[src/rtl/imem_fetch_ctrl_if.sv]
// rtl/imem_fetch_ctrl_if.sv - instruction bus request/response bundle
interface imem_fetch_ctrl_if #(
  parameter int ADDR_WIDTH  = 32,
  parameter int INSTR_WIDTH = 32
);
  logic                   imem_req;
  logic [ADDR_WIDTH-1:0]  imem_addr;
  logic                   imem_gnt;
  logic                   imem_rvalid;
  logic [INSTR_WIDTH-1:0] imem_rdata;
  logic                   imem_err;

  modport master (
    output imem_req, imem_addr,
    input  imem_gnt, imem_rvalid, imem_rdata, imem_err
  );

  modport slave (
    input  imem_req, imem_addr,
    output imem_gnt, imem_rvalid, imem_rdata, imem_err
  );
endinterface

[src/rtl/imem_fetch_ctrl.sv]
// rtl/imem_fetch_ctrl.sv - in-order instruction fetch request controller; hold buffer enabled by KRV_IFB_HOLD_EN
module imem_fetch_ctrl #(
  parameter int ADDR_WIDTH  = 32,
  parameter int INSTR_WIDTH = 32,
  parameter int OUTSTANDING = 2
) (
  input  logic                   cpu_clk,
  input  logic                   cpu_rstn,
  input  logic [ADDR_WIDTH-1:0]  next_pc,
  input  logic [ADDR_WIDTH-1:0]  pc,
  input  logic                   ifb_flush,
  output logic                   instr_read_data_valid,
  output logic [INSTR_WIDTH-1:0] instr_read_data,
  output logic                   instr_fault,
  imem_fetch_ctrl_if.master      imem
);
  localparam int PTR_W = (OUTSTANDING > 1) ? $clog2(OUTSTANDING) : 1;
  localparam int CNT_W = $clog2(OUTSTANDING) + 1;
  localparam logic [PTR_W-1:0] PTR_LAST = PTR_W'(OUTSTANDING - 1);
  localparam logic [CNT_W-1:0] CNT_FULL = CNT_W'(OUTSTANDING);

  // in-flight address tracking, one entry per granted-but-unanswered request
  logic [ADDR_WIDTH-1:0]  fifo_addr [OUTSTANDING];
  logic [OUTSTANDING-1:0] fifo_vld;
  logic [OUTSTANDING-1:0] fifo_stale;
  logic [PTR_W-1:0]       rd_ptr;
  logic [PTR_W-1:0]       wr_ptr;
  logic [CNT_W-1:0]       count;
  logic                   started;

  logic                   grant;
  logic                   pop;
  logic [ADDR_WIDTH-1:0]  head_addr;
  logic                   head_stale;
  logic                   resp_live;
  logic                   bus_hit;
  logic                   hold_hit;
  logic                   blocked;
  logic                   fifo_cov;
  logic                   resp_cov;
  logic                   hold_cov;
  logic                   covered;

  function automatic logic [PTR_W-1:0] ptr_inc(input logic [PTR_W-1:0] p);
    return (p == PTR_LAST) ? '0 : p + 1'b1;
  endfunction

  assign grant      = imem.imem_req && imem.imem_gnt;
  // a response with nothing outstanding is a protocol error and is ignored
  assign pop        = imem.imem_rvalid && (count != '0);
  assign head_addr  = fifo_addr[rd_ptr];
  assign head_stale = fifo_stale[rd_ptr];
  // a response is usable only if its entry survived every flush, including this cycle's
  assign resp_live  = pop && !head_stale && !ifb_flush;
  assign bus_hit    = resp_live && (head_addr == pc);

  assign blocked    = (count == CNT_FULL) && !imem.imem_rvalid;
  assign covered    = fifo_cov || resp_cov || hold_cov;

  // started keeps the request low for the first cycle out of reset
  assign imem.imem_req  = started && !blocked && !covered;
  assign imem.imem_addr = next_pc;

  // does an outstanding, still-useful entry already fetch next_pc
  always_comb begin
    fifo_cov = 1'b0;
    for (int i = 0; i < OUTSTANDING; i++) begin
      if (fifo_vld[i] && !fifo_stale[i] && (fifo_addr[i] == next_pc) &&
          !(pop && (rd_ptr == PTR_W'(i))))
        fifo_cov = 1'b1;
    end
  end

  // FIFO pointers, occupancy and stale marking; a push wins over a pop on the same slot
  always_ff @(posedge cpu_clk or negedge cpu_rstn) begin
    if (!cpu_rstn) begin
      rd_ptr     <= '0;
      wr_ptr     <= '0;
      count      <= '0;
      fifo_vld   <= '0;
      fifo_stale <= '0;
      started    <= 1'b0;
    end else begin
      started <= 1'b1;
      count   <= count + CNT_W'(grant) - CNT_W'(pop);
      if (ifb_flush)
        fifo_stale <= '1;
      if (pop) begin
        fifo_vld[rd_ptr] <= 1'b0;
        rd_ptr           <= ptr_inc(rd_ptr);
      end
      if (grant) begin
        fifo_vld[wr_ptr]   <= 1'b1;
        fifo_stale[wr_ptr] <= ifb_flush;
        wr_ptr             <= ptr_inc(wr_ptr);
      end
    end
  end

  // FIFO address storage; contents are meaningless until the matching valid bit is set
  always_ff @(posedge cpu_clk) begin
    if (grant)
      fifo_addr[wr_ptr] <= imem.imem_addr;
  end

`ifdef KRV_IFB_HOLD_EN
  logic                   hold_valid;
  logic [ADDR_WIDTH-1:0]  hold_addr;
  logic [INSTR_WIDTH-1:0] hold_data;
  logic                   hold_err;

  // hold buffer keeps the last live response so a stalled pc needs no re-fetch
  always_ff @(posedge cpu_clk or negedge cpu_rstn) begin
    if (!cpu_rstn) begin
      hold_valid <= 1'b0;
      hold_addr  <= '0;
      hold_data  <= '0;
      hold_err   <= 1'b0;
    end else if (ifb_flush) begin
      hold_valid <= 1'b0;
    end else if (resp_live) begin
      hold_valid <= 1'b1;
      hold_addr  <= head_addr;
      hold_data  <= imem.imem_rdata;
      hold_err   <= imem.imem_err;
    end
  end

  assign hold_hit = hold_valid && (hold_addr == pc);
  assign resp_cov = resp_live && (head_addr == next_pc);
  assign hold_cov = hold_valid && !ifb_flush && (hold_addr == next_pc);
`else
  assign hold_hit = 1'b0;
  assign resp_cov = 1'b0;
  assign hold_cov = 1'b0;
`endif

  // return the instruction for pc, bus response taking priority over the hold copy
  always_comb begin
    instr_read_data_valid = bus_hit || hold_hit;
    instr_read_data       = '0;
    instr_fault           = 1'b0;
    if (bus_hit) begin
      instr_read_data = imem.imem_rdata;
      instr_fault     = imem.imem_err;
    end
`ifdef KRV_IFB_HOLD_EN
    else if (hold_hit) begin
      instr_read_data = hold_data;
      instr_fault     = hold_err;
    end
`endif
  end

endmodule

[src/flat_wrapper.sv]
// flat-port wrapper written by rule: the top's interface ports become plain ports
module imem_fetch_ctrl_flat 
#(
  parameter int ADDR_WIDTH  = 32,
  parameter int INSTR_WIDTH = 32,
  parameter int OUTSTANDING = 2
)
  (cpu_clk, cpu_rstn, next_pc, pc, ifb_flush, instr_read_data_valid, instr_read_data, instr_fault, imem_imem_req, imem_imem_addr, imem_imem_gnt, imem_imem_rvalid, imem_imem_rdata, imem_imem_err);
  imem_fetch_ctrl_if #(.ADDR_WIDTH(ADDR_WIDTH), .INSTR_WIDTH(INSTR_WIDTH)) imem_i ();
  input  logic cpu_clk;
  input  logic cpu_rstn;
  input  logic [ADDR_WIDTH-1:0] next_pc;
  input  logic [ADDR_WIDTH-1:0] pc;
  input  logic ifb_flush;
  output logic instr_read_data_valid;
  output logic [INSTR_WIDTH-1:0] instr_read_data;
  output logic instr_fault;
  output wire logic [$bits(imem_i.imem_req)-1:0] imem_imem_req;
  output wire logic [$bits(imem_i.imem_addr)-1:0] imem_imem_addr;
  input wire logic [$bits(imem_i.imem_gnt)-1:0] imem_imem_gnt;
  input wire logic [$bits(imem_i.imem_rvalid)-1:0] imem_imem_rvalid;
  input wire logic [$bits(imem_i.imem_rdata)-1:0] imem_imem_rdata;
  input wire logic [$bits(imem_i.imem_err)-1:0] imem_imem_err;
  assign imem_imem_req = imem_i.imem_req;
  assign imem_imem_addr = imem_i.imem_addr;
  assign imem_i.imem_gnt = imem_imem_gnt;
  assign imem_i.imem_rvalid = imem_imem_rvalid;
  assign imem_i.imem_rdata = imem_imem_rdata;
  assign imem_i.imem_err = imem_imem_err;
  imem_fetch_ctrl #(.ADDR_WIDTH(ADDR_WIDTH), .INSTR_WIDTH(INSTR_WIDTH), .OUTSTANDING(OUTSTANDING)) u_core (.cpu_clk(cpu_clk), .cpu_rstn(cpu_rstn), .next_pc(next_pc), .pc(pc), .ifb_flush(ifb_flush), .instr_read_data_valid(instr_read_data_valid), .instr_read_data(instr_read_data), .instr_fault(instr_fault), .imem(imem_i));
endmodule
[config.mk]
export PLATFORM = sky130hd
export DESIGN_NAME = imem_fetch_ctrl_flat
export DESIGN_NICKNAME = d
export VERILOG_FILES = /design/src/rtl/imem_fetch_ctrl_if.sv /design/src/rtl/imem_fetch_ctrl.sv /design/src/flat_wrapper.sv
export SDC_FILE = /design/constraint.sdc
export NUM_CORES = 1
export LEC_CHECK = 0
export BUFFER_PORTS_ARGS = -buffer_cell sky130_fd_sc_hd__buf_2
export CAP_MARGIN = 20
export CORE_MARGIN = 5
export CORE_UTILIZATION = 45
export DETAILED_ROUTE_END_ITERATION = 6
export PLACE_DENSITY = 0.77
export SLEW_MARGIN = 0
export SYNTH_ARGS = -nofsm -noshare
export SYNTH_HDL_FRONTEND = slang
export SYNTH_SLANG_ARGS = --single-unit
export TNS_END_PERCENT = 30
[constraint.sdc]
create_clock -name cpu_clk -period 5.6 [get_ports cpu_clk]
set_clock_uncertainty 0.15 [all_clocks]
set_input_delay 1.12 -clock cpu_clk [delete_from_list [all_inputs] [get_ports cpu_clk]]
set_output_delay 1.12 -clock cpu_clk [all_outputs]
set_load 0.02 [all_outputs]
Word level (Yosys, flattened, before mapping)
Memories as Yosys holds them, arrays and structs flattened.
Index checks and enable logic that the tools add are counted.
{"block": "totals", "word_cells": 70, "ram_bits": 64, "regBits": 9, "input_bits": 102, "romBits": 0, "n_memories": 1, "output_inout_bits": 67, "latchBits": 0}
{"name": "u_core.fifo_addr", "words": 2, "width": 32, "read_ports": 3, "rd_clocked_by_memory_dff": 0, "wr": 1, "line": "imem_fetch_ctrl.sv:23", "text": "logic [ADDR_WIDTH-1:0] fifo_addr [OUTSTANDING];"}
{"block": "op_classes", "n_addsub": 4, "muxes": 19, "div": 0, "eq_ne": 4, "mul": 0, "n_lt_le_gt_ge": 4, "shifts": 0, "bitwise": 4, "reduce_logical": 28}
{"cell": "equality test 32 bit", "n": 3}
{"cell": "two-way mux 32 bit", "n": 1}
{"cell": "logical AND 1 bit", "n": 18}
{"cell": "two-way mux 1 bit", "n": 11}
{"cell": "zero test 1 bit", "n": 9}
{"cell": "two-way mux 2 bit", "n": 4}
{"cell": "less-than comparator 1 x 2 -> 1 bit (second input constant)", "n": 2}
{"cell": "adder 1 bit (second input constant)", "n": 2}
{"cell": "adder 2 x 1 -> 2 bit", "n": 1}
{"cell": "AND 2 bit", "n": 1}
{"cell": "bitwise mux 2 bit", "n": 1}
{"cell": "demux 1 bit (select 1 bit)", "n": 2}
{"cell": "equality test 2 bit (second input constant)", "n": 1}
{"cell": "greater-or-equal comparator 1 bit (second input constant)", "n": 2}
{"cell": "NOT 2 bit", "n": 1}
{"cell": "bitwise OR 2 bit", "n": 1}
{"cell": "nonzero test 2 bit", "n": 1}
{"cell": "subtractor 2 x 1 -> 2 bit", "n": 1}
{"cell": "NOT 1 bit", "n": 1}

Logic depth before layout (Yosys ltp)
{"block": "logic_depth", "depth_word": 12, "ltp_mapped": 11, "depth_no_buf": 9}

Least setup slack after synthesis
No wires, ideal clock.
{"block": "synth_path", "kind": "input-to-reg", "from": "in imem_imem_rvalid", "to": "mem u_core.fifo_addr[0][0] (enable)", "n_path_buf": 0, "arrival_time_ns": 3.304, "required_ns": 5.029, "cell_stages": 6, "slack_ns": 1.725, "path_cell_list": "o21ai_0 > o21ai_0 > nor4_1 > nand4_1 > nand4_1 > nor2_1"}
{"block": "synth_via", "elab_chain_cells": 11, "word_cells_on_any_way": 18, "cone_classes": "mux (4); reduce/logical (14)"}
{"item": "start: declaration", "line": "flat_wrapper.sv:21", "text": "input wire logic [$bits(imem_i.imem_rvalid)-1:0] imem_imem_rvalid;"}
{"item": "logical AND 1 bit", "line": "imem_fetch_ctrl.sv:50", "text": "assign pop = imem.imem_rvalid && (count != '0);"}
{"item": "logical AND 1 bit", "line": "imem_fetch_ctrl.sv:69", "text": "!(pop && (rd_ptr == PTR_W'(i))))"}
{"item": "zero test 1 bit", "line": "imem_fetch_ctrl.sv:69"}
{"item": "logical AND 1 bit", "line": "imem_fetch_ctrl.sv:68", "text": "if (fifo_vld[i] && !fifo_stale[i] && (fifo_addr[i] == next_pc) &&"}
{"item": "two-way mux 1 bit (2 in series)", "line": "imem_fetch_ctrl.sv:68"}
{"item": "zero test 1 bit", "line": "imem_fetch_ctrl.sv:61", "text": "assign imem.imem_req = started && !blocked && !covered;"}
{"item": "logical AND 1 bit (*)", "line": "imem_fetch_ctrl.sv:61"}
{"item": "logical AND 1 bit (*)", "line": "imem_fetch_ctrl.sv:48", "text": "assign grant = imem.imem_req && imem.imem_gnt;"}
{"item": "two-way mux 1 bit (*)", "line": "imem_fetch_ctrl.sv:102", "text": "if (grant)"}
{"item": "two-way mux 1 bit (not written as such) (*)", "line": "imem_fetch_ctrl.sv:103", "text": "fifo_addr[wr_ptr] <= imem.imem_addr;"}
{"item": "end: declaration", "line": "imem_fetch_ctrl.sv:23"}
Every way passes the cells marked *; elsewhere a longest branch is shown, timed or not.

Worst setup path after layout
{"block": "layout_path", "from": "in imem_imem_rvalid", "to": "out instr_read_data[24]"}
{"block": "layout_via", "elab_chain_cells": 5}
{"item": "logical AND 1 bit", "line": "imem_fetch_ctrl.sv:50"}
{"item": "logical AND 1 bit (2 in series)", "line": "imem_fetch_ctrl.sv:54", "text": "assign resp_live = pop && !head_stale && !ifb_flush;"}
{"item": "logical AND 1 bit", "line": "imem_fetch_ctrl.sv:55", "text": "assign bus_hit = resp_live && (head_addr == pc);"}
{"item": "two-way mux 32 bit", "line": "imem_fetch_ctrl.sv:143", "text": "if (bus_hit) begin"}
{"item": "end: declaration", "line": "flat_wrapper.sv:16", "text": "output logic [INSTR_WIDTH-1:0] instr_read_data;"}
No other way between the ends.

==> metrics.txt <==
yosys warns 0; data arrival time of the worst path roughly 3.6 ns; final antenna-violating net count 0; EDFF count, synth 64; # Max-Cap Violations 0; Top Family by Delay on Critical Path simple AND/OR/NAND/NOR gates; ys flop type edfxtp_1; post-synthesis compound-gate area fraction 0.0127; Post-Synth Simple-Gate Area 0.115; Avg Cell Area, Syn 12.4 µm²; post-synthesis sequential element count 73; final setup violation count 0; utilization after layout 0.555; area share of the largest cell type after synthesis 0.452; # placed instances between 600 and 700; most frequent cells after synthesis 89 x xnor2_1, 64 x edfxtp_1, 35 x and2_1; WP data required 4.33 ns; largest net degree at the start of global routing 35; status finished clean; Tcrit/Tclk final 0.862; Port Buffers approximately 170; CP most frequent cell buf_2; most common cell in the synthesized netlist xnor2_1; post-cts hold buffer count 0; mux cell area share after synthesis 0.0753; Startpoint Class primary input; post-synth cell types 23; Iter 0 DRT Violations 222; number of global-route vias before repair slightly above 3000; worst skew pair latency 0.34 ns; RSZ-0062 raised after global routing false; Final Hold Vio Count 0; cell count after synthesis 342; worst setup margin 0.771 ns; LEAKAGE 2.13 nW; worst setup path start imem_imem_rvalid; CTS Buf Count 9; CP max FO 34; CP max stage cell nor3_4; Routed WL 10600 µm; Die ar. 0.0115 mm²; vias per cell 4.85; synthesized area about 0.0043 mm²; Clock Sinks 73; DP Worst Slack ~0.77 ns; maximum vdd drop 170 µV; xor/xnor share of the synthesized area 0.206; CTS tree yes; reg2reg setup slack 2.19 ns; Relative slew margins 0.478; Synthesized Nets 446; Buf/Inv on CP 2; Worst-Margin Slew 0.781 ns; endpoint class of the critical path output pin; largest family of logic cells by synthesized area XOR/XNOR gates; # diodes 0; total track usage 0.181; clock slew seen by the registers of the worst setup and hold paths ~0.080 ns; ratio of cells with drive above 1 in the final layout 0.384; initial core utilization 0.460; area leader, netlist edfxtp_1; Adder-Cell Fraction of Synth Area 0.00588; slowest stage delay, CP 0.74 ns; reg2reg path depth 7; Die Y ~110 µm; final net count 589; Crit Path Category in2out; Finished Layout Cells 619; DRC viols 0; Final Max Slew Viols 0; crit-path cells buf_2 -> o21ai_0 -> a2111oi_0 -> nand3_1 -> nor3_4 -> and2_1 -> buf_2; worst setup path endpoint instr_read_data[24]; worst min path class reg2reg; Crit. path cell count 7; CTS HTree Levels 3; Post CTS Setup Buffer Count 0; area of the core 0.00924 mm²; FMAX 207 MHz; DR vias 3000; Initial DRT Pass Iterations 4; first-pass GRT wire length between 15000 and 20000 µm; worst r2r src u_core.rd_ptr$_DFFE_PN0N_; asr flop ratio synth 0.123; clock buffer depth 2; # IOs 169; row count 35; post-CTS sizing 0; CTS root buffer clkbuf_8; largest cells by area after synthesis edfxtp_1 45%, xnor2_1 18%, mux2i_1 7.5%, buf_4 5.8%, dfrtp_1 5.3%; Routed WL per cell 17.1 µm; Tmin final 4.83 ns; initial antenna violation count 0; Fin Setup TNS 0 ns; GPL Wtd Cong 0.794; HPWL Detailed roughly 8600 µm; reg2reg end u_core.fifo_addr[0][27]$_DFFE_PP_; Die W approximately 110 µm; register area share after synthesis 0.505; grt total ovfl 0; power per cell area about 320 mW/mm²; area grow syn2layout 20.7%
[per-stage QoR]
| stage | hold slack, ns | area [µm²] | power [mW] |
|---|---|---|---|
| after floorplan | 0.307 | 4250 | 1.15 |
| after global placement | 0.323 | 4970 | 1.27 |
| after detailed placement | 0.333 | 4970 | 1.29 |
| after CTS | 0.347 | 5130 | 1.63 |
| after global routing | 0.376 | 5130 | 1.70 |
| final | 0.342 | 5130 | 1.62 |
[layout by cell type (no fill, tap or decap), types with 5 or more instances in the layout]
master	netlist	final
buf_2	0	168
xnor2_1	89	89
edfxtp_1	64	64
and2_1	35	35
mux2i_1	32	32
nand4_1	16	16
xor2_1	11	11
nor4_1	11	11
clkbuf_8	0	9
dfrtp_1	9	8
inv_1	6	6
o21ai_0	5	5
nor3_1	5	5
[metal layers]
| metal | GRT usage | wire length [µm] |
|---|---|---|
| met3 | 0.0355 | 950 |
| met4 | 0.0548 | 106 |
| met5 | 0 | 0 |
| met2 | 0.336 | 5450 |
| met1 | 0.209 | 4070 |
[sequential cells by signal, summed over array words and instances, names as in the netlist]
register / count
u_core.fifo_addr: 64
u_core.count: 2
u_core.fifo_stale: 2
u_core.fifo_vld: 2
u_core.rd_ptr: 1
u_core.started: 1
u_core.wr_ptr: 1
[how the worst min path moves through the flow]
stage | from | to | slack (ns) | cells after the start
2_1_floorplan | u_core.count[1]$_DFF_PN0_ | u_core.count[1]$_DFF_PN0_ | 0.31 | 1
3_3_place_gp | u_core.count[1]$_DFF_PN0_ | u_core.count[1]$_DFF_PN0_ | 0.32 | 1
3_5_place_dp | u_core.count[1]$_DFF_PN0_ | u_core.count[1]$_DFF_PN0_ | 0.33 | 1
4_1_cts | u_core.count[1]$_DFF_PN0_ | u_core.count[1]$_DFF_PN0_ | 0.35 | 1
5_1_grt | u_core.count[1]$_DFF_PN0_ | u_core.count[1]$_DFF_PN0_ | 0.38 | 1
6_report | u_core.count[1]$_DFF_PN0_ | u_core.count[1]$_DFF_PN0_ | 0.34 | 1
[cell families after synthesis]
kind of cell	count (synthesis)
AND/OR/NAND/NOR	80
buffers and inverters	45
AO/OA/AOI/OAI	9
adder cells (fa/ha/maj)	2
XOR/XNOR	100
multiplexers	32
other	1
flip-flops	73
[area by class of cell]
type / instances / area (µm²)
clock inverter: 6 / 35.0
fill: 810 / 4110
tap: 129 / 161
timing repair buffer: 171 / 863
sequential: 73 / 2150
inverter: 6 / 22.5
clock buffer: 10 / 128
multi-input combinational: 224 / 1770
[power by group]
part           internal (mW)  switching, mW
clock                  0.157          0.192
sequential             0.683         0.0905
combinational          0.246          0.254
(Power assumes the default switching activity.)
